--- src/rtl/uart_pkg.sv ---
// Shared types and constants for the round-robin UART transmit scheduler.
package uart_pkg;

    typedef enum logic [2:0] {IDLE, SYNC, START, DATA, STOP} uart_state_e;

    localparam int   DATA_W_DEFAULT = 8;
    localparam logic IDLE_LEVEL     = 1'b1;
    localparam int   STOP_BITS_MIN  = 1;
    localparam int   STOP_BITS_MAX  = 2;

    // Index width that stays at least one bit for single-entry cases.
    function automatic int idx_width(input int n);
        return (n > 1) ? $clog2(n) : 1;
    endfunction

endpackage

--- src/rtl/uart_tx_scheduler_rr_arbiter.sv ---
// Combinational round-robin arbiter: first requester at or above ptr, with wrap.
module rr_arbiter import uart_pkg::*; #(
    parameter  int NUM_REQ = 4,
    localparam int IDX_W   = idx_width(NUM_REQ)
) (
    input  logic [NUM_REQ-1:0] req,
    input  logic [IDX_W-1:0]   ptr,
    input  logic               en,
    output logic [NUM_REQ-1:0] grant,
    output logic [IDX_W-1:0]   grant_idx,
    output logic               any
);

    logic [IDX_W:0] cand;
    logic           found;

    always_comb begin
        // NOTE: every output and temporary gets a default before the loop, so no path infers a latch.
        grant     = '0;
        grant_idx = '0;
        found     = 1'b0;
        cand      = '0;
        for (int k = 0; k < NUM_REQ; k++) begin
            cand = {1'b0, ptr} + (IDX_W + 1)'(k);
            if (cand >= (IDX_W + 1)'(NUM_REQ)) cand = cand - (IDX_W + 1)'(NUM_REQ);
            if (!found && req[cand[IDX_W-1:0]]) begin
                found     = 1'b1;
                grant_idx = cand[IDX_W-1:0];
            end
        end
        if (en && found) grant[grant_idx] = 1'b1;
    end

    assign any = |req;

endmodule

--- src/rtl/uart_tx_scheduler.sv ---
// Round-robin scheduler that frames bytes from NUM_REQ sources onto one UART tx line.
module uart_tx_scheduler import uart_pkg::*; #(
    parameter  int NUM_REQ   = 4,
    parameter  int DATA_W    = DATA_W_DEFAULT,
    parameter  int STOP_BITS = 1,
    localparam int IDX_W     = idx_width(NUM_REQ),
    localparam int BIT_W     = idx_width(DATA_W)
) (
    input  logic                      clk,
    input  logic                      reset,
    input  logic                      baud_tick,
    input  logic [NUM_REQ-1:0]        req_valid,
    input  logic [NUM_REQ*DATA_W-1:0] req_data,
    output logic [NUM_REQ-1:0]        req_ready,
    output logic                      tx,
    output logic                      busy,
    output logic [IDX_W-1:0]          active_id,
    output logic                      frame_done
);

    if (STOP_BITS < STOP_BITS_MIN || STOP_BITS > STOP_BITS_MAX) begin : g_bad_stop_bits
        $error("uart_tx_scheduler: STOP_BITS must be 1 or 2");
    end

    uart_state_e       state_q, state_d;
    logic              tx_q, tx_d;
    logic [DATA_W-1:0] shift_q, shift_d;
    logic [BIT_W-1:0]  bit_idx_q, bit_idx_d;
    logic              stop_cnt_q, stop_cnt_d;
    logic [IDX_W-1:0]  ptr_q, ptr_d;
    logic [IDX_W-1:0]  active_id_q, active_id_d;
    logic              frame_done_q, frame_done_d;

    logic [DATA_W-1:0] req_bytes [NUM_REQ];
    logic [NUM_REQ-1:0] grant;
    logic [IDX_W-1:0]   grant_idx;
    logic               any_valid;
    logic               last_stop;
    logic               arb_en;

    for (genvar g = 0; g < NUM_REQ; g++) begin : g_bytes
        assign req_bytes[g] = req_data[g*DATA_W +: DATA_W];
    end

    // Arbitrate in every IDLE cycle, and on the tick that closes the final stop bit.
    assign last_stop = (int'(stop_cnt_q) == STOP_BITS - 1);
    assign arb_en    = !reset && ((state_q == IDLE) ||
                                  (state_q == STOP && baud_tick && last_stop));

    rr_arbiter #(.NUM_REQ(NUM_REQ)) u_arb (
        .req       (req_valid),
        .ptr       (ptr_q),
        .en        (arb_en),
        .grant     (grant),
        .grant_idx (grant_idx),
        .any       (any_valid)
    );

    always_comb begin
        state_d      = state_q;
        tx_d         = tx_q;
        shift_d      = shift_q;
        bit_idx_d    = bit_idx_q;
        stop_cnt_d   = stop_cnt_q;
        ptr_d        = ptr_q;
        active_id_d  = active_id_q;
        frame_done_d = 1'b0;

        unique case (state_q)
            IDLE: begin
                tx_d = IDLE_LEVEL;
                if (any_valid) state_d = SYNC;
            end
            SYNC: if (baud_tick) begin
                tx_d    = 1'b0;
                state_d = START;
            end
            START: if (baud_tick) begin
                tx_d      = shift_q[0];
                bit_idx_d = '0;
                state_d   = DATA;
            end
            DATA: if (baud_tick) begin
                if (bit_idx_q == BIT_W'(DATA_W - 1)) begin
                    tx_d       = IDLE_LEVEL;
                    stop_cnt_d = 1'b0;
                    state_d    = STOP;
                end else begin
                    bit_idx_d = bit_idx_q + 1'b1;
                    tx_d      = shift_q[bit_idx_q + 1'b1];
                end
            end
            STOP: if (baud_tick) begin
                if (!last_stop) begin
                    stop_cnt_d = stop_cnt_q + 1'b1;
                end else begin
                    frame_done_d = 1'b1;
                    // Back-to-back: the closing tick of this frame opens the next start bit.
                    if (any_valid) begin
                        tx_d    = 1'b0;
                        state_d = START;
                    end else begin
                        tx_d    = IDLE_LEVEL;
                        state_d = IDLE;
                    end
                end
            end
            default: begin
                tx_d    = IDLE_LEVEL;
                state_d = IDLE;
            end
        endcase

        if (arb_en && any_valid) begin
            shift_d     = req_bytes[grant_idx];
            active_id_d = grant_idx;
            ptr_d       = (grant_idx == IDX_W'(NUM_REQ - 1)) ? '0 : grant_idx + 1'b1;
        end
    end

    // NOTE: non-blocking assignments so every flop samples the pre-edge values of the others.
    always_ff @(posedge clk or posedge reset) begin
        if (reset) begin
            state_q      <= IDLE;
            tx_q         <= IDLE_LEVEL;
            bit_idx_q    <= '0;
            stop_cnt_q   <= 1'b0;
            ptr_q        <= '0;
            active_id_q  <= '0;
            frame_done_q <= 1'b0;
        end else begin
            state_q      <= state_d;
            tx_q         <= tx_d;
            bit_idx_q    <= bit_idx_d;
            stop_cnt_q   <= stop_cnt_d;
            ptr_q        <= ptr_d;
            active_id_q  <= active_id_d;
            frame_done_q <= frame_done_d;
        end
    end

    // NOTE: the shift register has no reset; it is always loaded at acceptance before it is read.
    always_ff @(posedge clk) begin
        shift_q <= shift_d;
    end

    assign req_ready  = grant;
    assign tx         = tx_q;
    assign busy       = (state_q != IDLE);
    assign active_id  = active_id_q;
    assign frame_done = frame_done_q;

endmodule

--- config.mk ---
export PLATFORM = sky130hd
export DESIGN_NAME = uart_tx_scheduler
export DESIGN_NICKNAME = d
export VERILOG_FILES = /design/src/rtl/uart_pkg.sv /design/src/rtl/uart_tx_scheduler_rr_arbiter.sv /design/src/rtl/uart_tx_scheduler.sv
export SDC_FILE = /design/constraint.sdc
export NUM_CORES = 1
export LEC_CHECK = 0
export CAP_MARGIN = 10
export CORE_MARGIN = 1
export CORE_UTILIZATION = 44
export DETAILED_ROUTE_END_ITERATION = 8
export GPL_ROUTABILITY_DRIVEN = 0
export HOLD_SLACK_MARGIN = 0.03
export PLACE_DENSITY = 0.81
export SLEW_MARGIN = 20
export SYNTH_ARGS = -nofsm -noshare
export SYNTH_HDL_FRONTEND = slang
export SYNTH_HIERARCHICAL = 1
export SYNTH_SLANG_ARGS = --single-unit
--- constraint.sdc ---
create_clock -name clk -period 2.9 [get_ports clk]
set_input_delay 0.58 -clock clk [delete_from_list [all_inputs] [get_ports clk]]
set_output_delay 0.58 -clock clk [all_outputs]
set_load 0.02 [all_outputs]
* Word-level counts from Yosys, hierarchy flattened
Index checks and enable logic that the tools add are counted. W data, S select, Z words.
Operators by class: $add $sub $neg 10, magnitude comparators 12, equality and inequality tests 14, mux-type cells 58, bitwise operators 2, reductions and logical operators 23
Operators with widths (number):
- $mux W3 | 10
- $mux W1 | 24
- $mux W2 | 10
- $bmux W8 S2 | 1
- $mux W8 | 2
- $ne A2 B2 Y1 const B | 8
- $lt A2 B3 Y1 const B | 5
- $pmux W3 S5 | 1
- $ge A3 B3 Y1 const B | 4
- $logic_and A1 B1 Y1 | 9
- $bmux W1 S2 | 4
- $reduce_and A4 Y1 | 2
- $sub A2 B1 Y2 const B | 4
- $reduce_and A7 Y1 | 1
- $add A2 B2 Y3 const B | 2
- $eq A3 B2 Y1 const B | 2
- $eq A3 B3 Y1 const B | 2
- $pmux W3 S2 | 1
- $reduce_and A5 Y1 | 1
- $logic_not A1 Y1 | 4
- $lt A3 B4 Y1 const B | 1
- $mux W4 | 1
- $pmux W1 S4 | 1
- $reduce_bool A2 Y1 | 2
- 17 further kinds | 17
Word-level totals: register bits after elaboration 21, input port bits 39, output and inout port bits 9

* Logic depth before layout (Yosys ltp)
depth after elaboration 19, gate-level depth with buffers 7, depth with buffers taken out 7

* Modules after synthesis
Netlist, hierarchy kept.
Modules (own cells, without submodules):
- uart_tx_scheduler | instances 1, cells an instance 85, area an instance 1173.6 µm², seq. area each 541.8 µm²
- rr_arbiter | instances 1, cells an instance 20, area an instance 135.1 µm², seq. area each 0.0 µm²

* Worst setup path after synthesis
No wires, ideal clock.
path type input port to flip-flop, start input port req_valid[2], end register shift_q[0] (data pin), library setup time 0.272 ns, data arrival time 1.954 ns, data required time 2.628 ns, slack 0.674 ns, cell stages on the path 6, path buffers 1, cells stage by stage mux2_1 nand2_1 o221ai_2 nor2_1 buf_2 mux4_2
On the way: cells in the longest elaborated chain, start to end 16, elaborated cells between the ends (all ways) 25
RTL lines:
- start: declaration | RTL line uart_tx_scheduler.sv:12 | input logic [NUM_REQ-1:0] req_valid,
- $bmux W1 S2 | RTL line uart_tx_scheduler_rr_arbiter.sv:26 | if (!found && req[cand[IDX_W-1:0]]) begin
- $mux W1 (not written as such) | RTL line uart_tx_scheduler_rr_arbiter.sv:26
- $mux W1 | RTL line uart_tx_scheduler_rr_arbiter.sv:26
- $logic_not A1 Y1 | RTL line uart_tx_scheduler_rr_arbiter.sv:26
- $logic_and A1 B1 Y1 | RTL line uart_tx_scheduler_rr_arbiter.sv:26
- $mux W1 | RTL line uart_tx_scheduler_rr_arbiter.sv:26
- $logic_not A1 Y1 | RTL line uart_tx_scheduler_rr_arbiter.sv:26
- $logic_and A1 B1 Y1 | RTL line uart_tx_scheduler_rr_arbiter.sv:26
- $mux W1 | RTL line uart_tx_scheduler_rr_arbiter.sv:26
- $logic_not A1 Y1 | RTL line uart_tx_scheduler_rr_arbiter.sv:26
- $logic_and A1 B1 Y1 | RTL line uart_tx_scheduler_rr_arbiter.sv:26
- $mux W2 * | RTL line uart_tx_scheduler_rr_arbiter.sv:26
- via grant_idx[0] | RTL line uart_tx_scheduler.sv:36 | logic [IDX_W-1:0] grant_idx;
- $not A2 Y3 (not written as such) * | RTL line uart_tx_scheduler.sv:115 | shift_d = req_bytes[grant_idx];
- $bmux W8 S2 * | RTL line uart_tx_scheduler.sv:115
- $mux W8 (not written as such) * (2 in series) | RTL line uart_tx_scheduler.sv:115
- end signal: assignment | RTL line uart_tx_scheduler.sv:144 | shift_q <= shift_d;
- end: declaration | RTL line uart_tx_scheduler.sv:27 | logic [DATA_W-1:0] shift_q, shift_d;
The timed path passes the listed nets; every way through them passes the cells marked *. The select of a mux whose other input is x is not followed. A chain may end at the register's enable or synchronous reset.

* Worst setup path in the final report
start input port req_valid[0], end output port req_ready[2]
On the way: cells in the longest elaborated chain, start to end 17, elaborated cells between the ends (all ways) 29
RTL lines:
- $bmux W1 S2 | RTL line uart_tx_scheduler_rr_arbiter.sv:26
- $mux W1 (not written as such) | RTL line uart_tx_scheduler_rr_arbiter.sv:26
- $mux W1 | RTL line uart_tx_scheduler_rr_arbiter.sv:26
- $logic_not A1 Y1 | RTL line uart_tx_scheduler_rr_arbiter.sv:26
- $logic_and A1 B1 Y1 | RTL line uart_tx_scheduler_rr_arbiter.sv:26
- $mux W1 | RTL line uart_tx_scheduler_rr_arbiter.sv:26
- $logic_not A1 Y1 | RTL line uart_tx_scheduler_rr_arbiter.sv:26
- $logic_and A1 B1 Y1 | RTL line uart_tx_scheduler_rr_arbiter.sv:26
- $mux W1 | RTL line uart_tx_scheduler_rr_arbiter.sv:26
- $logic_not A1 Y1 | RTL line uart_tx_scheduler_rr_arbiter.sv:26
- $logic_and A1 B1 Y1 | RTL line uart_tx_scheduler_rr_arbiter.sv:26
- $mux W2 | RTL line uart_tx_scheduler_rr_arbiter.sv:26
- $lt A2 B3 Y1 (not written as such) / $ge A2 B1 Y1 (equally long branches) | RTL line uart_tx_scheduler_rr_arbiter.sv:31 | if (en && found) grant[grant_idx] = 1'b1;
- $logic_and A1 B1 Y1 (not written as such) | RTL line uart_tx_scheduler_rr_arbiter.sv:31
- $mux W1 (not written as such) | RTL line uart_tx_scheduler_rr_arbiter.sv:31
- $demux W1 S2
- $mux W4 * | RTL line uart_tx_scheduler_rr_arbiter.sv:31
- end: declaration | RTL line uart_tx_scheduler.sv:14 | output logic [NUM_REQ-1:0] req_ready,
Mark *: on every way between the ends. The rest lies on a longest branch, timed or not. The select of a mux whose other input is x is not followed.

==> impl_metrics.env <==
export IMPL_r2r_slack_ns=0.75
export IMPL_grt_max_degree=13
export IMPL_yosys_area_share_adder_pct=2.87
export IMPL_postPlaceCellArea_um2=1870
export IMPL_grt_util_all_layers_pct=18.6
export IMPL_syn_num_nets=147
export IMPL_synth_cells=105
export IMPL_routedWlPerCell_um=14.4
export IMPL_place_detailed_instances=187
export IMPL_min_to="bit_idx_q[2]$_DFFE_PP0P_"
export IMPL_slew_headroom_pct=69.2
export IMPL_core_um2=2780
export IMPL_grt_ovfl_total=0
export IMPL_dr_pass1_iters=4
export IMPL_p_leak_nw=0.799
export IMPL_drive_gt1_share_pct=22.5
export IMPL_syn_area_per_cell_um2=12.5
export IMPL_synth_top_family_by_area="multiplexers"
export IMPL_clk_pin_slew_ns=0.12
export IMPL_grt_antenna_before_repair=0
export IMPL_crit_arrival_ns=2.21
export IMPL_p_per_area_nw_per_um2=739
export IMPL_cp_start_kind="primary input"
export IMPL_grt_first_pass_wirelength_um=4690
export IMPL_cp_required_ns=2.32
export IMPL_setup_viol=0
export IMPL_period_minus_slack_ns=2.79
export IMPL_rows=19
export IMPL_vias_per_cell=5.70
export IMPL_synth_compound_area_share_pct=11.5
export IMPL_die_x_um=56.5
export IMPL_ys_warnings_count=6
export IMPL_final_cell_mix="clkdlybuf4s50_1 (43), dfrtp_1 (11), mux4_2 (10), nand2_1 (9)"
export IMPL_cts_buffers=3
export IMPL_ys_seq_elements=20
export IMPL_hold_path_class="reg2reg"
export IMPL_ios=48
export IMPL_insertion_delay_ns=0.29
export IMPL_synth_area_mux_share_pct=23.5
export IMPL_synth_area_leaders="dfrtp_1 (21%), edfxtp_1 (18%), mux4_2 (17%)"
export IMPL_ys_seq_area_share_pct=41.4
export IMPL_r2r_end="shift_q[1]$_DFFE_PP_"
export IMPL_layout_commonest_cell="clkdlybuf4s50_1"
export IMPL_cap_violations=0
export IMPL_ys_types=43
export IMPL_tightest_slew_ns=0.461
export IMPL_place_hpwl_um=2300
export IMPL_diodes=0
export IMPL_hold_violations=0
export IMPL_grt_pass1_vias=1128
export IMPL_ff_latch_area_um2=542
export IMPL_nets=203
export IMPL_cp_max_fo=5
export IMPL_cts_max_path_buffers=2
export IMPL_design_area_um2=1920
export IMPL_ctsHtreeMaxLevel=1
export IMPL_hold_buffers=0
export IMPL_cts_tree="built"
export IMPL_r2r_start="ptr_q[1]$_DFFE_PP0P_"
export IMPL_synth_top_cell_by_area="dfrtp_1"
export IMPL_outcome="complete, no violations"
export IMPL_port_buffers=47
export IMPL_multi_input_area_um2=703
export IMPL_cts_root_buf="clkbuf_4"
export IMPL_min_from="bit_idx_q[2]$_DFFE_PP0P_"
export IMPL_drv_slew=0
export IMPL_crit_type="in2out"
export IMPL_synth_xor_area_share_pct=0
export IMPL_fin_util_pct=68.9
export IMPL_p_total_mw=1.42
export IMPL_ant_nets=0
export IMPL_start_util_pct=47.1
export IMPL_fmax_mhz=358
export IMPL_drt_iter0_drc=21
export IMPL_die_y_um=56.5
export IMPL_peakVddDrop_v=0.000595
export IMPL_fillers=216
export IMPL_synth_top_cell_area_share_pct=21.0
export IMPL_post_route_drc_count=0
export IMPL_reg2reg_depth=6
export IMPL_rsz0062_at_grt="no"
export IMPL_syn_area_um2=1310
export IMPL_fin_skew_ns=0.000882
export IMPL_syn2layout_area_growth_pct=46.5
export IMPL_hold_depth=1
export IMPL_vias=1088
export IMPL_period_share_pct=96.3
export IMPL_routed_wl_um=2760
export IMPL_dieArea_um2=3200
export IMPL_clock_sinks=20
export IMPL_worst_setup_path_end_kind="output port"
export IMPL_finalNonFillerCells=191
export IMPL_synth_simple_area_share_pct=15.9
## registers in the layout (all words and copies together) (netlist names)
name and count:
frame_done 1, tx 1, shift_q 8, state_q 3, ptr_q 2, active_id 2
bit_idx_q 3
## area by class of cell
cell class | count | share of cell area, %
inverters | 9 | 1.76
flip-flops and latches | 20 | 28.3
multi-input cells | 71 | 36.7
clock inverters | 1 | 1.57
clock buffers | 3 | 1.17
repair buffers | 56 | 28.5
well taps | 31 | 2.02
## power breakdown
| group | switching [mW] | total [mW] | internal (mW) | leakage (nW) |
|---|---|---|---|---|
| clock | 0.0877 | 0.227 | 0.140 | 0.0279 |
| sequential | 0.0896 | 0.479 | 0.389 | 0.217 |
| combinational | 0.295 | 0.711 | 0.416 | 0.554 |
| total | 0.473 | 1.42 | 0.945 | 0.799 |
## stage by stage
stage	setup TNS [ns]	hold slack [ns]	setup slack (ns)
global placement	-0.273	0.491	-0.0973
CTS	0	0.523	0.0838
finish	0	0.519	0.108
global route	0	0.550	0.0145
detailed placement	-0.538	0.488	-0.182
floorplan	0	0.444	0.674
## Yosys cell counts (all sizes together)
cell     count
nor4         2
nand2       10
or3          1
dfrtp       11
inv          9
mux2         6
mux4        10
edfxtp       8
o221ai       1
o211a        1
and2b        1
nand3        2
o32ai        1
buf          5
o2bb2a       1
nand4        1
o31ai        1
a21oi        5
nor2b        2
ha           3
nand2b       1
and4bb       1
nor3b        1
a22o         2
a32o         1
nor3         2
and3b        1
a211oi       2
a22oi        1
dfstp        1
nor2         4
o2bb2ai      1
o21ai        3
and3         3
## worst max-delay path: stages
cell and delay (ns):
clkdlybuf4s50_1 0.49, mux2_1 0.32, nand2_1 0.08, o221ai_2 0.11
buf_4 0.16, and3b_1 0.15, dlygate4sd2_1 0.32
## worst max-delay path by stage
stage	startpoint	end
floorplan	req_valid[2]	shift_q[0]$_DFFE_PP_
global route	req_valid[0]	req_ready[0]
CTS	req_valid[0]	req_ready[3]
finish	req_valid[0]	req_ready[2]
detailed placement	req_valid[0]	req_ready[3]
global placement	req_valid[0]	req_ready[3]
## routing by layer
metal / part of all wire (%) / vias up / global-route usage, %
met1: 40 / 528 / 21.1
met3: 5.3 / 4 / 3.00
li1: - / 514 / -
met2: 54 / 42 / 35.0
met4: 1.1 / 0 / 5.92
met5: 0 / - / 0
## logic make-up after synthesis
family,Yosys count
mux,16
flops,20
simple gates,32
fa+ha+maj,3
compound gates,20
buf+inv,14
## timing repair
| action | CTS | global route |
|---|---|---|
| gates resized for setup | 4 | 1 |
| buffers inserted | 0 | 0 |
| endpoints found under the setup margin | 4 | 1 |
| endpoints found under the hold margin | 0 | 0 |
Power figures use the tool's default switching activity.
